File: src/rtl/instr_fetch_if.sv
// Instruction-memory request/response bus between the fetch unit (master)
// and the instruction memory (slave).
interface instr_fetch_if #(
  parameter int SIZE = 32
);
  logic            imem_req_valid;
  logic [SIZE-1:0] imem_req_addr;
  logic            imem_req_ready;
  logic            imem_rsp_valid;
  logic [31:0]     imem_rsp_data;
  logic            imem_rsp_err;

  modport master (
    output imem_req_valid, imem_req_addr,
    input  imem_req_ready, imem_rsp_valid, imem_rsp_data, imem_rsp_err
  );

  modport slave (
    input  imem_req_valid, imem_req_addr,
    output imem_req_ready, imem_rsp_valid, imem_rsp_data, imem_rsp_err
  );
endinterface

File: src/rtl/instr_fetch.sv
// Credit-limited instruction fetch unit: issues sequential imem reads, buffers
// in-order responses for decode, and handles redirects, draining and error halt.
module instr_fetch #(
  parameter int              SIZE             = 32,
  parameter logic [SIZE-1:0] BASE_INSTRUCTION = SIZE'(32'h0000_0000),
  parameter int              DEPTH            = 2
) (
  input  logic            clk,
  input  logic            rst,
  input  logic            redirect_valid,
  input  logic [SIZE-1:0] redirect_pc,
  instr_fetch_if.master   imem,
  output logic            inst_valid,
  output logic [31:0]     inst_data,
  output logic [SIZE-1:0] inst_pc,
  output logic            inst_err,
  input  logic            inst_ready,
  output logic [SIZE-1:0] fetch_pc
);

  localparam int            CW      = $clog2(DEPTH + 1);
  localparam logic [CW:0]   DEPTH_W = (CW + 1)'(DEPTH);

  typedef enum logic [1:0] {RUN, DRAIN, HALT} state_t;

  typedef struct packed {
    logic [SIZE-1:0] pc;
    logic [31:0]     data;
    logic            err;
  } entry_t;

  state_t          state_q, state_d;
  logic [SIZE-1:0] pc_q, pc_d;
  logic [CW-1:0]   out_q, out_d;
  logic [CW-1:0]   cnt_q, cnt_d;
  logic [SIZE-1:0] pend_q [DEPTH];
  logic [SIZE-1:0] pend_d [DEPTH];
  entry_t          buf_q  [DEPTH];
  entry_t          buf_d  [DEPTH];

  logic        accept, rsp_take, buf_push, buf_pop;
  logic [CW:0] credit_used;
  entry_t      buf_wdata;
  logic        unused_redirect_lsbs;

  assign unused_redirect_lsbs = ^redirect_pc[1:0];

  // Credits count both in-flight requests and filled slots, so a response
  // always has a free buffer entry waiting for it.
  assign credit_used         = {1'b0, out_q} + {1'b0, cnt_q};
  assign imem.imem_req_valid = rst && (state_q == RUN) && (credit_used < DEPTH_W);
  assign imem.imem_req_addr  = pc_q;
  assign fetch_pc            = pc_q;

  assign accept   = imem.imem_req_valid && imem.imem_req_ready;
  assign rsp_take = imem.imem_rsp_valid && (out_q != '0);
  assign buf_push = rsp_take && !redirect_valid && (state_q != DRAIN);
  assign buf_pop  = inst_valid && inst_ready;

  assign inst_valid = (cnt_q != '0);
  assign inst_pc    = buf_q[0].pc;
  assign inst_data  = buf_q[0].data;
  assign inst_err   = buf_q[0].err;

  assign buf_wdata = '{pc: pend_q[0], data: imem.imem_rsp_data, err: imem.imem_rsp_err};

  // Both queues are shift registers with the head in slot 0, so the
  // inst_* outputs come straight from flops.
  always_comb begin
    // NOTE: every combinational output gets a default first so no path leaves it unassigned (no latch).
    pend_d = pend_q;
    if (rsp_take) begin
      for (int i = 0; i < DEPTH - 1; i++) pend_d[i] = pend_q[i + 1];
    end
    for (int i = 0; i < DEPTH; i++) begin
      if (accept && (int'(out_q) - int'(rsp_take) == i)) pend_d[i] = pc_q;
    end

    buf_d = buf_q;
    if (buf_pop) begin
      for (int i = 0; i < DEPTH - 1; i++) buf_d[i] = buf_q[i + 1];
    end
    for (int i = 0; i < DEPTH; i++) begin
      if (buf_push && (int'(cnt_q) - int'(buf_pop) == i)) buf_d[i] = buf_wdata;
    end
  end

  always_comb begin
    out_d = out_q + CW'(accept) - CW'(rsp_take);
    cnt_d = redirect_valid ? '0 : cnt_q + CW'(buf_push) - CW'(buf_pop);

    pc_d = pc_q;
    if (redirect_valid)  pc_d = {redirect_pc[SIZE-1:2], 2'b00};
    else if (accept)     pc_d = pc_q + SIZE'(4);
  end

  always_comb begin
    state_d = state_q;
    unique case (state_q)
      RUN:     if (buf_pop && buf_q[0].err) state_d = HALT;
      DRAIN:   if (out_d == '0)             state_d = RUN;
      HALT:    state_d = HALT;
      default: state_d = RUN;
    endcase
    // A redirect overrides everything; stay in DRAIN while stale responses remain.
    if (redirect_valid) state_d = (out_d != '0) ? DRAIN : RUN;
  end

  always_ff @(posedge clk or negedge rst) begin
    if (!rst) begin
      state_q <= RUN;
      pc_q    <= BASE_INSTRUCTION;
      out_q   <= '0;
      cnt_q   <= '0;
      // NOTE: the buffer is reset because inst_* must read zero during reset; large memories normally are not.
      for (int i = 0; i < DEPTH; i++) begin
        pend_q[i] <= '0;
        buf_q[i]  <= '0;
      end
    end else begin
      // NOTE: sequential state uses non-blocking assignments so all flops update together at the edge.
      state_q <= state_d;
      pc_q    <= pc_d;
      out_q   <= out_d;
      cnt_q   <= cnt_d;
      for (int i = 0; i < DEPTH; i++) begin
        pend_q[i] <= pend_d[i];
        buf_q[i]  <= buf_d[i];
      end
    end
  end

endmodule
File: src/flat_wrapper.sv
// flat-port wrapper written by rule: the top's interface ports become plain ports
module instr_fetch_flat 
#(
  parameter int              SIZE             = 32,
  parameter logic [SIZE-1:0] BASE_INSTRUCTION = SIZE'(32'h0000_0000),
  parameter int              DEPTH            = 2
)
  (clk, rst, redirect_valid, redirect_pc, inst_valid, inst_data, inst_pc, inst_err, inst_ready, fetch_pc, imem_imem_req_valid, imem_imem_req_addr, imem_imem_req_ready, imem_imem_rsp_valid, imem_imem_rsp_data, imem_imem_rsp_err);
  instr_fetch_if #(.SIZE(SIZE)) imem_i ();
  input  logic clk;
  input  logic rst;
  input  logic redirect_valid;
  input  logic [SIZE-1:0] redirect_pc;
  output logic inst_valid;
  output logic [31:0] inst_data;
  output logic [SIZE-1:0] inst_pc;
  output logic inst_err;
  input  logic inst_ready;
  output logic [SIZE-1:0] fetch_pc;
  output wire logic [$bits(imem_i.imem_req_valid)-1:0] imem_imem_req_valid;
  output wire logic [$bits(imem_i.imem_req_addr)-1:0] imem_imem_req_addr;
  input wire logic [$bits(imem_i.imem_req_ready)-1:0] imem_imem_req_ready;
  input wire logic [$bits(imem_i.imem_rsp_valid)-1:0] imem_imem_rsp_valid;
  input wire logic [$bits(imem_i.imem_rsp_data)-1:0] imem_imem_rsp_data;
  input wire logic [$bits(imem_i.imem_rsp_err)-1:0] imem_imem_rsp_err;
  assign imem_imem_req_valid = imem_i.imem_req_valid;
  assign imem_imem_req_addr = imem_i.imem_req_addr;
  assign imem_i.imem_req_ready = imem_imem_req_ready;
  assign imem_i.imem_rsp_valid = imem_imem_rsp_valid;
  assign imem_i.imem_rsp_data = imem_imem_rsp_data;
  assign imem_i.imem_rsp_err = imem_imem_rsp_err;
  instr_fetch #(.SIZE(SIZE), .BASE_INSTRUCTION(BASE_INSTRUCTION), .DEPTH(DEPTH)) u_core (.clk(clk), .rst(rst), .redirect_valid(redirect_valid), .redirect_pc(redirect_pc), .imem(imem_i), .inst_valid(inst_valid), .inst_data(inst_data), .inst_pc(inst_pc), .inst_err(inst_err), .inst_ready(inst_ready), .fetch_pc(fetch_pc));
endmodule
File: config.mk
export PLATFORM = sky130hd
export DESIGN_NAME = instr_fetch_flat
export DESIGN_NICKNAME = d
export VERILOG_FILES = /design/src/rtl/instr_fetch_if.sv /design/src/rtl/instr_fetch.sv /design/src/flat_wrapper.sv
export SDC_FILE = /design/constraint.sdc
export NUM_CORES = 1
export LEC_CHECK = 0
export BUFFER_PORTS_ARGS = -buffer_cell sky130_fd_sc_hd__buf_2
export CORE_ASPECT_RATIO = 1.2
export CORE_MARGIN = 1.5
export CORE_UTILIZATION = 50
export CTS_CLUSTER_SIZE = 16
export DETAILED_ROUTE_END_ITERATION = 10
export PLACE_DENSITY = 0.73
export SLEW_MARGIN = 20
export SYNTH_ARGS = -nofsm -noshare
export SYNTH_HDL_FRONTEND = slang
export SYNTH_SLANG_ARGS = --single-unit
File: constraint.sdc
create_clock -name clk -period 3.7 [get_ports clk]
set_clock_uncertainty 0.2 [all_clocks]
set_input_delay 0.74 -clock clk [delete_from_list [all_inputs] [get_ports clk]]
set_output_delay 0.74 -clock clk [all_outputs]
set_load 0.005 [all_outputs]
==> impl_metrics.ini, run 1 <==
[clock_tree]
numCtsBuffers = 24
cts_hold_buffers = 0
clk_pin_slew_ns = 0.06
cts.sinks = 222
clk_latency_ns = 0.52
cts-resized-gates = 0
clockBufferDepth = 3
htreeDepth = 1
cts_tree = done
cts_setup_buffers = 0
cts_root_buffer = clkbuf_16

[critical_path]
crit_fanout = 8
start_kind = register
required_ns = 2.76
end_kind = output pin
r2r_cells = 7
criticalPathCategory = reg -> out
crit_arrival_ns = 2.35

[power_and_ir_drop]
p_total_uw = 8440
power_leakage_uw = 0.00614
p_per_area_nw_per_um2 = 689
irDropWorstVdd_mv = 0.432

[logic_synthesis]
synth-edff-count = 0
syn_area_per_cell_um2 = 12.3
async_flop_share = 1.00
synthMuxAreaShare = 0.253
syn_area_um2 = 11000
syn_inst = 890
synth_top_family_by_area = multiplexers
synth_xor_area_frac = 0.00797
synth_fa_ha_area_frac = 0.0121
synthSimpleGateAreaFrac = 0.0728
yosysUniqueCellTypes = 59
synthFlopType = dfrtp_1
ys_ff_latch = 222
seq_area_frac_synth = 0.506
synth_compound_area_frac = 0.0510
synth.yosys.warnings = 0

[timing]
finalWorstSetupSlack_ns = 0.413
hold_violations = 0
fin_setup_tns_ns = 0
holdWs_ns = 0.135
rsz0062_at_grt = false
maxSlewViolCount = 0
fin_crit_ns = 3.29
setup_viol = 0
fmaxAchievable_mhz = 304
tightest_slew_ns = 0.991
post-route-period-util = 0.888
max_slew_margin = 0.340

[floorplanning]
num_rows = 59
die_y_um = 165
io_pins = 202
die_w_um = 138
coreArea_um2 = 21600
start_util = 0.508
dieArea_um2 = 22900

[route]
drt-total-wl_um = 22300
first_pass_iters = 4
ant_nets = 0
route.detailed.drc = 0
viasPerCell = 5.47
wl_per_cell_um = 17.6
num_vias = 6931
first_iter_violations = 281

[finish]
area_delta_synth_final_pct = 11.6
final_util = 0.566
nets = 1058
fill_cells = 1839
drive_gt1_frac = 0.482
antenna_cells = 0

[placement]
place.gp.congestion = 0.810
dp_hpwl_um = 14600
io_buffer_count = 193
post-place-ws_ns = 0.567

[global_route]
grt.overflow.total = 0
grt_pass1_vias = 6806
grt_max_degree = 176
antenna_found_initial = 0
grt_usage = 0.192
grt_pass1_wl_um = 35700

[status]
status = completed

[flow_run]
drv_cap = 0

[worst_hold_path]
min_path_type = in -> async
## registers in the layout, indices dropped and copies added, names as in the netlist, 30 cells and up
| register | cells |
|---|---|
| u_core.inst_pc | 30 |
| u_core.pend_q | 30 |
| u_core.inst_data | 32 |
| u_core.buf_wdata | 30 |
| u_core.buf_q | 63 |
| u_core.fetch_pc | 30 |
## report_power, final
part / internal [uW] / switching, uW
clock: 1340 / 947
sequential: 3240 / 503
combinational: 1420 / 991
## worst max-delay path, stage by stage (launching register included)
cell,delay [ns]
dfrtp_1,0.37
inv_1,0.13
nor2_1,0.08
fa_1,0.47
nor3_2,0.46
and2_1,0.21
buf_2,0.11
## per-stage QoR
step,cell area [um^2],instances
after floorplan,11000,895
after global placement,11500,1225
after detailed placement,11500,1225
after CTS,12300,1266
after global routing,12300,1266
final,12300,1266
## cell families (layout without fill, tap and decap cells)
kind of cell | count (synthesis) | after routing
multiplexers | 250 | 250
flip-flops | 222 | 222
buffers and inverters | 163 | 260
AND/OR/NAND/NOR | 149 | 149
AO/OA/AOI/OAI | 85 | 85
adder cells (fa/ha/maj) | 10 | 10
XOR/XNOR | 10 | 10
other | 1 | 6
## synthesized netlist by cell type, types with 3 or more instances
| cell type | number | area share |
|---|---|---|
| buf_1 | 4 | 0.0014 |
| or4_1 | 11 | 0.0075 |
| buf_4 | 99 | 0.068 |
| a21oi_1 | 31 | 0.014 |
| clkbuf_8 | 4 | 0.0050 |
| clkbuf_1 | 26 | 0.0089 |
| nor3_1 | 9 | 0.0041 |
| nand4_1 | 8 | 0.0046 |
| nand2_1 | 20 | 0.0068 |
| a31oi_1 | 11 | 0.0063 |
| nand3_1 | 15 | 0.0068 |
| xnor2_1 | 3 | 0.0024 |
| ha_1 | 9 | 0.010 |
| o311a_1 | 5 | 0.0046 |
| o31ai_1 | 10 | 0.0068 |
| buf_2 | 11 | 0.0050 |
| mux2_2 | 219 | 0.22 |
| o21ai_0 | 10 | 0.0046 |
| mux2i_1 | 31 | 0.028 |
| a221o_1 | 6 | 0.0055 |
| dfrtp_1 | 222 | 0.51 |
| inv_1 | 14 | 0.0048 |
| nor2_1 | 51 | 0.017 |
| nor2b_1 | 6 | 0.0034 |
| xor2_1 | 7 | 0.0056 |
| or3_1 | 3 | 0.0017 |
## worst paths after layout
| check | start | to | slack (ns) |
|---|---|---|---|
| max in group asynchronous | rst | u_core.buf_q[7]$_DFFE_PN0P_ | 2.36 |
| hold / removal | rst | u_core.buf_wdata[64]$_DFFE_PN0P_ | 0.14 |
| hold reg to reg | u_core.buf_q[51]$_DFFE_PN0P_ | u_core.buf_q[51]$_DFFE_PN0P_ | 0.30 |
| min in group clk | redirect_pc[5] | u_core.fetch_pc[5]$_DFFE_PN0N_ | 0.24 |
| setup reg to reg | u_core.cnt_q[0]$_DFF_PN0_ | u_core.fetch_pc[22]$_DFFE_PN0N_ | 0.58 |
| setup / recovery | u_core.cnt_q[0]$_DFF_PN0_ | imem_imem_req_valid | 0.41 |
## per-layer routing
| metal | global-route usage | wire [um] | up-vias |
|---|---|---|---|
| met5 | 0 | 0 | - |
| met4 | 0.0545 | 488 | 0 |
| met3 | 0.0285 | 1080 | 39 |
| met2 | 0.327 | 10700 | 203 |
| met1 | 0.257 | 10000 | 3447 |
| li1 | - | - | 3242 |
## cell usage in the layout (no fill, tap or decap), types with 7 or more instances in the layout
master and instances:
a21oi_1 31, a31oi_1 11, buf_2 192, clkbuf_16 25, dfrtp_1 222, ha_1 9, inv_1 14, mux2_2 219
mux2i_1 31, nand2_1 19, nand3_1 15, nand4_1 8, nor2_1 51, nor3_1 9, o21ai_0 10, o31ai_1 10
or4_1 11, xor2_1 7
## final cells by class
class | count | area, um^2 | area share
Sequential cell | 222 | 5560 | 0.453
Multi-Input combinational cell | 510 | 4410 | 0.360
Tap cell | 274 | 343 | 0.0280
Clock inverter | 8 | 71.3 | 0.00582
Inverter | 14 | 52.6 | 0.00429
Clock buffer | 33 | 676 | 0.0551
Timing Repair Buffer | 205 | 1140 | 0.0931
(Power assumes the default switching activity.)
==> run 2, diff against run 1 <==
--- a/config.mk
+++ b/config.mk
@@ -6,12 +6,14 @@
 export NUM_CORES = 1
 export LEC_CHECK = 0
 export BUFFER_PORTS_ARGS = -buffer_cell sky130_fd_sc_hd__buf_2
+export CELL_PAD_IN_SITES_DETAIL_PLACEMENT = 1
+export CELL_PAD_IN_SITES_GLOBAL_PLACEMENT = 1
 export CORE_ASPECT_RATIO = 1.2
 export CORE_MARGIN = 1.5
-export CORE_UTILIZATION = 50
+export CORE_UTILIZATION = 45
 export CTS_CLUSTER_SIZE = 16
 export DETAILED_ROUTE_END_ITERATION = 10
-export PLACE_DENSITY = 0.73
+export PLACE_DENSITY_LB_ADDON = 0.1
 export SLEW_MARGIN = 20
 export SYNTH_ARGS = -nofsm -noshare
 export SYNTH_HDL_FRONTEND = slang
==> impl_metrics.ini, run 2 (synthesis results as in run 1) <==
[route]
viasPerCell = 5.33
route.detailed.drc = 0
first_pass_iters = 4
wl_per_cell_um = 18.6
drt-total-wl_um = 24500
ant_nets = 0
first_iter_violations = 224
num_vias = 7020

[global_route]
antenna_found_initial = 0
grt.overflow.total = 0
grt_max_degree = 137
grt_pass1_wl_um = 40300
grt_pass1_vias = 7401
grt_usage = 0.196

[timing]
hold_violations = 0
finalWorstSetupSlack_ns = 0.594
tightest_slew_ns = 0.918
setup_viol = 0
fin_setup_tns_ns = 0
post-route-period-util = 0.840
fmaxAchievable_mhz = 322
fin_crit_ns = 3.11
max_slew_margin = 0.388
rsz0062_at_grt = false
maxSlewViolCount = 0

[finish]
most-common-layout-cells = dfrtp_1, mux2_2, buf_2
seq_area_um2 = 5560
nets = 1063
multi_input_area_um2 = 4410
largest-register = u_core.buf_q
largest_reg_flops = 63
area_delta_synth_final_pct = 11.9
fill_cells = 2514
final_common_cell = dfrtp_1
antenna_cells = 0
drive_gt1_frac = 0.481

[placement]
post-place-ws_ns = 0.652
dp_hpwl_um = 16100
io_buffer_count = 193
place.gp.congestion = 0.781

[critical_path]
r2r_start = u_core.cnt_q[0]$_DFF_PN0_
r2r_end = u_core.fetch_pc[21]$_DFFE_PN0N_
critPathLaunch = u_core.cnt_q[0]$_DFF_PN0_
criticalPathCategory = reg -> out
start_kind = register
crit_arrival_ns = 2.17
crit_chain = inv_1 > nor2_1 > fa_1 > nor3_2 > buf_4 > and2_1 > buf_2
cpPeakStageDelay_ns = 0.50
r2r_cells = 7
end_kind = output pin
crit_path_top_delay_cell = fa_1
crit_fanout = 8
required_ns = 2.76
rrSetupSlack_ns = 0.72

[floorplanning]
start_util = 0.458
coreArea_um2 = 24000
die_y_um = 174
num_rows = 62
io_pins = 202
die_w_um = 146
dieArea_um2 = 25400

[power_and_ir_drop]
p_per_area_nw_per_um2 = 686
power_leakage_uw = 0.00614
irDropWorstVdd_mv = 0.355

[clock_tree]
cts.sinks = 222
clk_pin_slew_ns = 0.06
htreeDepth = 1
cts-resized-gates = 0
clockBufferDepth = 3
cts_hold_buffers = 1
clk_latency_ns = 0.51
numCtsBuffers = 24
cts_setup_buffers = 0
cts_root_buffer = clkbuf_16
cts_tree = done

[worst_hold_path]
hold_path_end = u_core.fetch_pc[7]$_DFFE_PN0N_
worstHoldStart = redirect_pc[7]
min_path_type = in -> reg
holdPathStages = 3

[status]
status = completed

[flow_run]
drv_cap = 0
[run 2: cell count changes in the layout (fill, tap and decap cells not counted), sizes merged]
cell	change
clkbuf	+4
bufinv	-1
inv	-1
buf	+4
clkinv	-2
dlygate4sd3	+1
[run 2: layout make-up]
cell class | count | area share
clock buffers | 37 | 0.0578
well taps | 320 | 0.0326
repair buffers | 210 | 0.0921
inverters | 14 | 0.00428
multi-input cells | 510 | 0.359
flip-flops and latches | 222 | 0.452
clock inverters | 4 | 0.00183
[run 2: worst max path at each step]
stage / to / cells after the start
after floorplan: u_core.inst_data[0]$_DFFE_PN0P_ / 9
after global placement: u_core.buf_wdata[56]$_DFFE_PN0P_ / 10
after detailed placement: u_core.buf_wdata[57]$_DFFE_PN0P_ / 10
after CTS: imem_imem_req_valid / 7
after global routing: imem_imem_req_valid / 7
final: imem_imem_req_valid / 7
[run 2: critical path: cells and delay by family (launching register included)]
kind	cells	cell delay, ns
fa+ha+maj	1	0.50
buf+inv	3	0.44
flops	1	0.37
simple gates	3	0.36
[run 2: report_power, final]
part           total (uW)  internal [uW]  leakage, uW  switching [uW]
clock network        2250           1310     0.000358             936
logic                2440           1430      0.00290            1010
registers            3740           3240      0.00289             503
[run 2: layer usage]
layer	wire length, um	global-route usage	part of all wire
met5	0	0	0
met4	378	0.0446	0.015
met1	11600	0.277	0.48
met3	1050	0.0302	0.043
met2	11400	0.318	0.47
[run 2: per-stage QoR]
| step | util | power, uW | instance area (um^2) | instances | hold WS (ns) |
|---|---|---|---|---|---|
| floorplan | - | 5700 | 11000 | 895 | 0.244 |
| global placement | 0.482 | 6160 | 11500 | 1275 | 0.287 |
| detailed placement | 0.482 | 6280 | 11500 | 1275 | 0.293 |
| CTS | 0.513 | 8580 | 12300 | 1317 | 0.226 |
| global route | 0.513 | 8990 | 12300 | 1317 | 0.240 |
| finish | 0.513 | 8430 | 12300 | 1317 | 0.246 |
